### src/rtl/if_fetch_pkg.sv
// Shared types and constants for the instruction-fetch front end.
// Fetch entries pair the fetch address with the word memory returned for it.
package if_pkg;

    localparam int ADDR_W = 32;
    localparam int INST_W = 32;

    localparam logic [INST_W-1:0] NOP_INST = 32'h0000_0000;
    localparam logic [ADDR_W-1:0] PC_STEP  = 32'd4;

    typedef struct packed {
        logic [ADDR_W-1:0] pc;
        logic [INST_W-1:0] inst;
    } fetch_entry_t;

    // Instruction memory is word addressed; redirect targets drop their byte offset.
    function automatic logic [ADDR_W-1:0] align_word(input logic [ADDR_W-1:0] addr);
        return {addr[ADDR_W-1:2], 2'b00};
    endfunction

endpackage

### src/rtl/if_fetch_if.sv
// Bus between the fetch unit (master), its instruction memory and the IF/ID stage (slave).
// Handshake: pc/inst are consumed on a cycle with valid && !stall && !jmp; they hold otherwise.
interface if_fetch_if;
    import if_pkg::*;

    logic              stall;
    logic              jmp;
    logic [ADDR_W-1:0] jmp_target;

    logic              imem_req;
    logic [ADDR_W-1:0] imem_addr;
    logic [INST_W-1:0] imem_rdata;

    logic [ADDR_W-1:0] pc;
    logic [INST_W-1:0] inst;
    logic              valid;

    modport master (
        input  stall, jmp, jmp_target, imem_rdata,
        output imem_req, imem_addr, pc, inst, valid
    );

    modport slave (
        output stall, jmp, jmp_target, imem_rdata,
        input  imem_req, imem_addr, pc, inst, valid
    );

endinterface

### src/rtl/if_fetch_fifo.sv
// Small synchronous FIFO of fetch entries with a flush that beats a same-cycle push.
// The head is read combinationally so the fetch output follows the buffer with no extra stage.
module fetch_fifo
    import if_pkg::*;
#(
    parameter  int DEPTH = 2,
    localparam int CW    = $clog2(DEPTH + 1),
    localparam int PW    = (DEPTH > 1) ? $clog2(DEPTH) : 1
) (
    input  logic          clk,
    input  logic          resetn,
    input  logic          push_i,
    input  fetch_entry_t  data_i,
    input  logic          pop_i,
    input  logic          flush_i,
    output logic [CW-1:0] count_o,
    output fetch_entry_t  head_o
);

    fetch_entry_t  mem_q [DEPTH];
    logic [PW-1:0] wptr_q, rptr_q;
    logic [CW-1:0] count_q;
    logic          do_push, do_pop;

    function automatic logic [PW-1:0] next_ptr(input logic [PW-1:0] p);
        return (p == PW'(DEPTH - 1)) ? '0 : p + 1'b1;
    endfunction

    assign do_push = push_i && !flush_i;
    assign do_pop  = pop_i && !flush_i && (count_q != '0);

    always_ff @(posedge clk or negedge resetn) begin
        if (!resetn) begin
            wptr_q  <= '0;
            rptr_q  <= '0;
            count_q <= '0;
        end else if (flush_i) begin
            wptr_q  <= '0;
            rptr_q  <= '0;
            count_q <= '0;
        end else begin
            if (do_push) wptr_q <= next_ptr(wptr_q);
            if (do_pop)  rptr_q <= next_ptr(rptr_q);
            count_q <= count_q + CW'(do_push) - CW'(do_pop);
        end
    end

    // Storage carries no reset: count_q alone decides which slots are meaningful.
    always_ff @(posedge clk) begin
        if (do_push) mem_q[wptr_q] <= data_i;
    end

    assign count_o = count_q;
    assign head_o  = mem_q[rptr_q];

    a_no_overflow: assert property (@(posedge clk) disable iff (!resetn)
        !(push_i && !flush_i && (count_q == CW'(DEPTH))));

endmodule

### src/rtl/if_fetch.sv
// Instruction-fetch front end: issues word fetches to a 1-cycle memory under a credit limit,
// buffers the returns and presents pc/inst/valid to IF/ID; jmp flushes and redirects.
module if_fetch
    import if_pkg::*;
#(
    parameter logic [ADDR_W-1:0] RESET_PC = 32'h0000_0000,
    parameter int                DEPTH    = 2
) (
    input logic         clk,
    input logic         resetn,
    if_fetch_if.master  bus
);

    localparam int CW = $clog2(DEPTH + 1);

    logic [ADDR_W-1:0] fpc_q, fpc_d;
    logic [ADDR_W-1:0] infl_pc_q, infl_pc_d;
    logic              inflight_q, inflight_d;
    logic              epoch_q, epoch_d;
    logic              infl_epoch_q, infl_epoch_d;

    logic [CW-1:0]     count;
    logic [CW:0]       credit;
    fetch_entry_t      head, push_entry;
    logic              have, pop, push, issue;

    assign have = (count != '0);
    assign pop  = have && !bus.stall;

    // Slots claimed after this edge: buffered + returning now - leaving now.
    assign credit = {1'b0, count} + (CW + 1)'(inflight_q) - (CW + 1)'(pop);
    assign issue  = resetn && !bus.jmp && (credit < (CW + 1)'(DEPTH));

    // Returns tagged with a stale epoch belong to a path abandoned by jmp.
    assign push       = inflight_q && (infl_epoch_q == epoch_q);
    assign push_entry = '{pc: infl_pc_q, inst: bus.imem_rdata};

    always_comb begin
        fpc_d        = fpc_q;
        inflight_d   = 1'b0;
        infl_pc_d    = infl_pc_q;
        infl_epoch_d = infl_epoch_q;
        epoch_d      = epoch_q;
        if (bus.jmp) begin
            fpc_d   = align_word(bus.jmp_target);
            epoch_d = ~epoch_q;
        end else if (issue) begin
            fpc_d        = fpc_q + PC_STEP;
            inflight_d   = 1'b1;
            infl_pc_d    = fpc_q;
            infl_epoch_d = epoch_q;
        end
    end

    always_ff @(posedge clk or negedge resetn) begin
        if (!resetn) begin
            fpc_q        <= RESET_PC;
            inflight_q   <= 1'b0;
            infl_pc_q    <= RESET_PC;
            epoch_q      <= 1'b0;
            infl_epoch_q <= 1'b0;
        end else begin
            fpc_q        <= fpc_d;
            inflight_q   <= inflight_d;
            infl_pc_q    <= infl_pc_d;
            epoch_q      <= epoch_d;
            infl_epoch_q <= infl_epoch_d;
        end
    end

    fetch_fifo #(
        .DEPTH (DEPTH)
    ) u_fifo (
        .clk     (clk),
        .resetn  (resetn),
        .push_i  (push),
        .data_i  (push_entry),
        .pop_i   (pop),
        .flush_i (bus.jmp),
        .count_o (count),
        .head_o  (head)
    );

    assign bus.imem_req  = issue;
    assign bus.imem_addr = fpc_q;
    assign bus.valid     = have;
    assign bus.pc        = have ? head.pc   : '0;
    assign bus.inst      = have ? head.inst : NOP_INST;

endmodule

### src/flat_wrapper.sv
// flat-port wrapper written by rule: the top's interface ports become plain ports
module if_fetch_flat import if_pkg::*;
#(
    parameter logic [ADDR_W-1:0] RESET_PC = 32'h0000_0000,
    parameter int                DEPTH    = 2
)
  (clk, resetn, bus_stall, bus_jmp, bus_jmp_target, bus_imem_rdata, bus_imem_req, bus_imem_addr, bus_pc, bus_inst, bus_valid);
  if_fetch_if bus_i ();
  input logic clk;
  input logic resetn;
  input wire logic [$bits(bus_i.stall)-1:0] bus_stall;
  input wire logic [$bits(bus_i.jmp)-1:0] bus_jmp;
  input wire logic [$bits(bus_i.jmp_target)-1:0] bus_jmp_target;
  input wire logic [$bits(bus_i.imem_rdata)-1:0] bus_imem_rdata;
  output wire logic [$bits(bus_i.imem_req)-1:0] bus_imem_req;
  output wire logic [$bits(bus_i.imem_addr)-1:0] bus_imem_addr;
  output wire logic [$bits(bus_i.pc)-1:0] bus_pc;
  output wire logic [$bits(bus_i.inst)-1:0] bus_inst;
  output wire logic [$bits(bus_i.valid)-1:0] bus_valid;
  assign bus_i.stall = bus_stall;
  assign bus_i.jmp = bus_jmp;
  assign bus_i.jmp_target = bus_jmp_target;
  assign bus_i.imem_rdata = bus_imem_rdata;
  assign bus_imem_req = bus_i.imem_req;
  assign bus_imem_addr = bus_i.imem_addr;
  assign bus_pc = bus_i.pc;
  assign bus_inst = bus_i.inst;
  assign bus_valid = bus_i.valid;
  if_fetch #(.RESET_PC(RESET_PC), .DEPTH(DEPTH)) u_core (.clk(clk), .resetn(resetn), .bus(bus_i));
endmodule
### config.mk
export PLATFORM = sky130hd
export DESIGN_NAME = if_fetch_flat
export DESIGN_NICKNAME = d
export VERILOG_FILES = /design/src/rtl/if_fetch_pkg.sv /design/src/rtl/if_fetch_if.sv /design/src/rtl/if_fetch_fifo.sv /design/src/rtl/if_fetch.sv /design/src/flat_wrapper.sv
export SDC_FILE = /design/constraint.sdc
export NUM_CORES = 1
export LEC_CHECK = 0
export CAP_MARGIN = 20
export CORE_AREA = 4 4 131 133
export DETAILED_ROUTE_END_ITERATION = 8
export DIE_AREA = 0 0 135 137
export GPL_TIMING_DRIVEN = 1
export HOLD_SLACK_MARGIN = 0.08
export PLACE_DENSITY = 0.78
export SLEW_MARGIN = 20
export SYNTH_ARGS = -nofsm -noshare
export SYNTH_HDL_FRONTEND = slang
export SYNTH_SLANG_ARGS = --single-unit
### constraint.sdc
create_clock -name clk -period 5.4 [get_ports clk]
set_input_delay 1.08 -clock clk [delete_from_list [all_inputs] [get_ports clk]]
set_output_delay 1.08 -clock clk [all_outputs]
set_load 0.01 [all_outputs]
==> impl_summary.log <==
[metrics] outcome: finished clean
[metrics] width of the die: 135 um
[metrics] class of the worst hold path: reg -> reg
[metrics] commonest cells after routing, fill and taps aside: 158 x sky130_fd_sc_hd__clkdlybuf4s50_1, 124 x sky130_fd_sc_hd__edfxtp_1, 121 x sky130_fd_sc_hd__nand2_1, 83 x sky130_fd_sc_hd__nor2_1, 66 x sky130_fd_sc_hd__dfrtp_1
[metrics] buffer levels on the longest clock path: 2
[metrics] count of instances resized after the clock tree is built: 0
[metrics] synthesis warning total: 0
[metrics] buffer cell driving the clock tree root: sky130_fd_sc_hd__clkbuf_16
[metrics] Final GP Congestion: 0.863
[metrics] largest net degree at the start of global routing: 68
[metrics] count of unique library cells instantiated by Yosys: 44
[metrics] Mapped Avg Cell Area: 12.3 um^2
[metrics] number of cell rows: 46
[metrics] Final Power: 4.35 mW
[metrics] highest achievable clock rate: 221 MHz
[metrics] latest clock arrival within the worst-skew pair: 0.43 ns
[metrics] timing endpoint of the critical path: bus_imem_req
[metrics] Least-Margin Pin Slew: 1.13 ns
[metrics] Total Wirelength: 17,800 um
[metrics] Final Hold Slack: 0.467 ns
[metrics] slack of the worst reg-to-reg path: 2.16 ns
[metrics] leading area contributor after synthesis: sky130_fd_sc_hd__edfxtp_1
[metrics] period utilization: 84.0%
[metrics] wire length of the first global-routing pass: 28,100 um
[metrics] number of fill cells in the layout: 1,176
[metrics] summed instance area of the synthesized netlist: 7970 um^2
[metrics] fraction of layout cells with a size suffix above 1: 6.91%
[metrics] crit path time final: 4.53 ns
[metrics] worst setup skew after layout: 0.00843 ns
[metrics] area after detailed placement: 9760 um^2
[metrics] standby leakage power: 3.79 nW
[metrics] post-route cell area: 10,300 um^2
[metrics] Max Cap Violations: 0
[metrics] sum of negative setup slack: 0 ns
[metrics] maximum vdd ir drop: 0.306 mV
[metrics] hold bufs inserted after CTS: 0
[metrics] vias in the first global route: 5,530
[metrics] hold violation total from the final report: 0
[metrics] largest driver fanout on the critical path: 2
[metrics] Avg Vias per Cell: 5.38
[metrics] Die H: 137 um
[metrics] layout overhead on the synthesized area: 29.5%
[metrics] tightest slew margin relative to the limit: 24.8%
[metrics] final antenna-violating net count: 0
[metrics] floorplan core area: 15,800 um^2
[metrics] detail-routed net length per standard cell: 17.4 um
[metrics] total power density per cell area: 422 nW/um^2
[metrics] Ant. Diodes: 0
[metrics] final max-slew violation count: 0
[metrics] most common cell after layout, fill and taps aside: sky130_fd_sc_hd__clkdlybuf4s50_1
[metrics] Critical Path Start Type: input pin
[metrics] number of CTS-inserted buffers: 17
[metrics] number of port buffers: 159
[metrics] number of endpoints failing setup at the final stage: 0
[metrics] area fraction of the dominant cell type after synthesis: 46.7%
[metrics] total gr overflow: 0
[metrics] Layout Utilization: 65.2%
[metrics] depth of the CTS H-tree: 4
[metrics] required time of the critical path: 4.32 ns
[metrics] Total GRT Usage: 19.6%
[metrics] post-route DRC violation count: 0
[metrics] Worst Setup SP: bus_stall
[metrics] hpwl dp: 11,600 um
[metrics] cells taking the most area after synthesis: sky130_fd_sc_hd__edfxtp_1 47%, sky130_fd_sc_hd__dfrtp_1 21%, sky130_fd_sc_hd__mux2i_1 7.8%
[metrics] Post CTS Setup Buffer Count: 0
[metrics] clk slew on worst S/H paths: 0.06 ns
[metrics] die area: 18,500 um^2
[metrics] data arrival at the endpoint of the critical path: 3.45 ns
[metrics] number of nets in the finished design: 871
[metrics] TritonCTS clock tree: yes
[metrics] number of sinks on the clock net: 191
[metrics] critical path type: in -> out
[metrics] reg2reg path depth: 12
[metrics] number of standard cells after synthesis: 646
[metrics] kind of end point of the critical path: output port
[metrics] synthesized flop and latch total: 191
[metrics] RSZ-0062 raised after global routing: false
[metrics] vias after detailed routing: 5,527
[metrics] drt initial violations: 384
[metrics] number of antenna violations at the first check in global routing: 0
[metrics] initial cell density of the core: 50.4%
[metrics] Reg-to-Reg End: u_core.bus.imem_addr[28]
[metrics] startpoint of the worst register-to-register path: u_core.u_fifo.count_o[1]
[metrics] part of the Yosys area used for sequential elements: 67.7%
[metrics] DRT Pass-1 Iters: 5
[metrics] I/O pin total: 166
==> synthesized netlist by cell type (all sizes together) <==
master  number
a21o         2
a21oi        6
a221o        2
a22oi        6
a31o         6
a31oi        2
a32oi        1
and2         4
and3         1
buf         20
clkbuf      16
conb         1
dfrtp       67
edfxtp     124
fa           1
ha           4
inv         12
mux2         1
mux2i       62
nand2      121
nand2b       1
nand3       19
nand4       15
nor2        87
nor2b        3
nor3         5
nor4         8
o211ai       7
o21ai       24
o311ai       5
or3          2
xnor2        6
xor2         5
==> state kept, by name, indices dropped and copies added (netlist names) <==
| register | count |
|---|---|
| u_core.infl_pc_q | 30 |
| u_core.u_fifo.count_o | 2 |
| u_core.inflight_q | 1 |
| u_core.u_fifo.rptr_q | 1 |
| u_core.bus.imem_addr | 30 |
| u_core.u_fifo.wptr_q | 1 |
| u_core.u_fifo.mem_q | 124 |
| u_core.epoch_q | 1 |
| u_core.infl_epoch_q | 1 |
==> logic make-up (layout without fill, tap and decap cells) <==
logic type	count (synthesis)	count (layout)	synth area share [%]
XOR/XNOR	11	11	1.21
AO/OA/AOI/OAI	61	61	5.02
buffers and inverters	48	210	2.61
adder cells (fa/ha/maj)	5	5	0.879
other	1	4	0.0470
multiplexers	63	63	7.93
flip-flops	191	191	67.7
AND/OR/NAND/NOR	266	266	14.6
==> power breakdown <==
| part | internal, mW | switching, mW | leakage [nW] |
|---|---|---|---|
| Sequential | 1.87 | 0.257 | 1.96 |
| Combinational | 0.517 | 0.527 | 1.56 |
| Clock | 0.654 | 0.529 | 0.273 |
==> worst max-delay path, stage by stage <==
cell                              delay (ns)
sky130_fd_sc_hd__clkdlybuf4s50_1        0.42
sky130_fd_sc_hd__nor2_1                 0.18
sky130_fd_sc_hd__ha_1                   0.26
sky130_fd_sc_hd__nand2b_1               0.15
sky130_fd_sc_hd__fa_1                   0.48
sky130_fd_sc_hd__nor2b_1                0.16
sky130_fd_sc_hd__nand3_2                0.11
sky130_fd_sc_hd__inv_2                  0.08
sky130_fd_sc_hd__clkdlybuf4s50_1        0.53
==> worst min-delay path by stage <==
stage	to	slack, ns	cells past startpoint	startpoint
3_5_place_dp	u_core.u_fifo.mem_q[0][48]	0.46	0	u_core.infl_pc_q[16]
6_report	u_core.u_fifo.mem_q[0][48]	0.47	0	u_core.infl_pc_q[16]
3_3_place_gp	u_core.u_fifo.mem_q[1][59]	0.45	0	u_core.infl_pc_q[27]
5_1_grt	u_core.u_fifo.mem_q[0][48]	0.48	0	u_core.infl_pc_q[16]
4_1_cts	u_core.u_fifo.mem_q[0][48]	0.47	0	u_core.infl_pc_q[16]
2_1_floorplan	u_core.u_fifo.mem_q[0][63]	0.44	0	u_core.infl_pc_q[31]
==> through the flow <==
stage | std cells | setup slack [ns]
floorplan | 649 | 0.703
finish | 1027 | 0.867
global placement | 995 | 0.912
global route | 1027 | 0.711
CTS | 1027 | 0.847
detailed placement | 995 | 0.857
==> layer usage <==
layer | global-route usage [%] | wire length, um | up-vias
li1 | - | - | 2594
met3 | 5.15 | 1380 | 27
met5 | 0 | 0 | -
met2 | 30.5 | 8100 | 236
met4 | 7.11 | 295 | 0
met1 | 27.0 | 8080 | 2670
==> layout make-up <==
class	instances	area (um^2)	share of cell area [%]
Sequential cell	191	5400	52.4
Multi-Input combinational cell	410	2400	23.3
Timing Repair Buffer	166	1640	15.9
Clock buffer	21	450	4.36
Tap cell	216	270	2.62
Clock inverter	11	109	1.05
Inverter	12	45.0	0.436
Note: power is estimated with default switching activity, not from simulation.
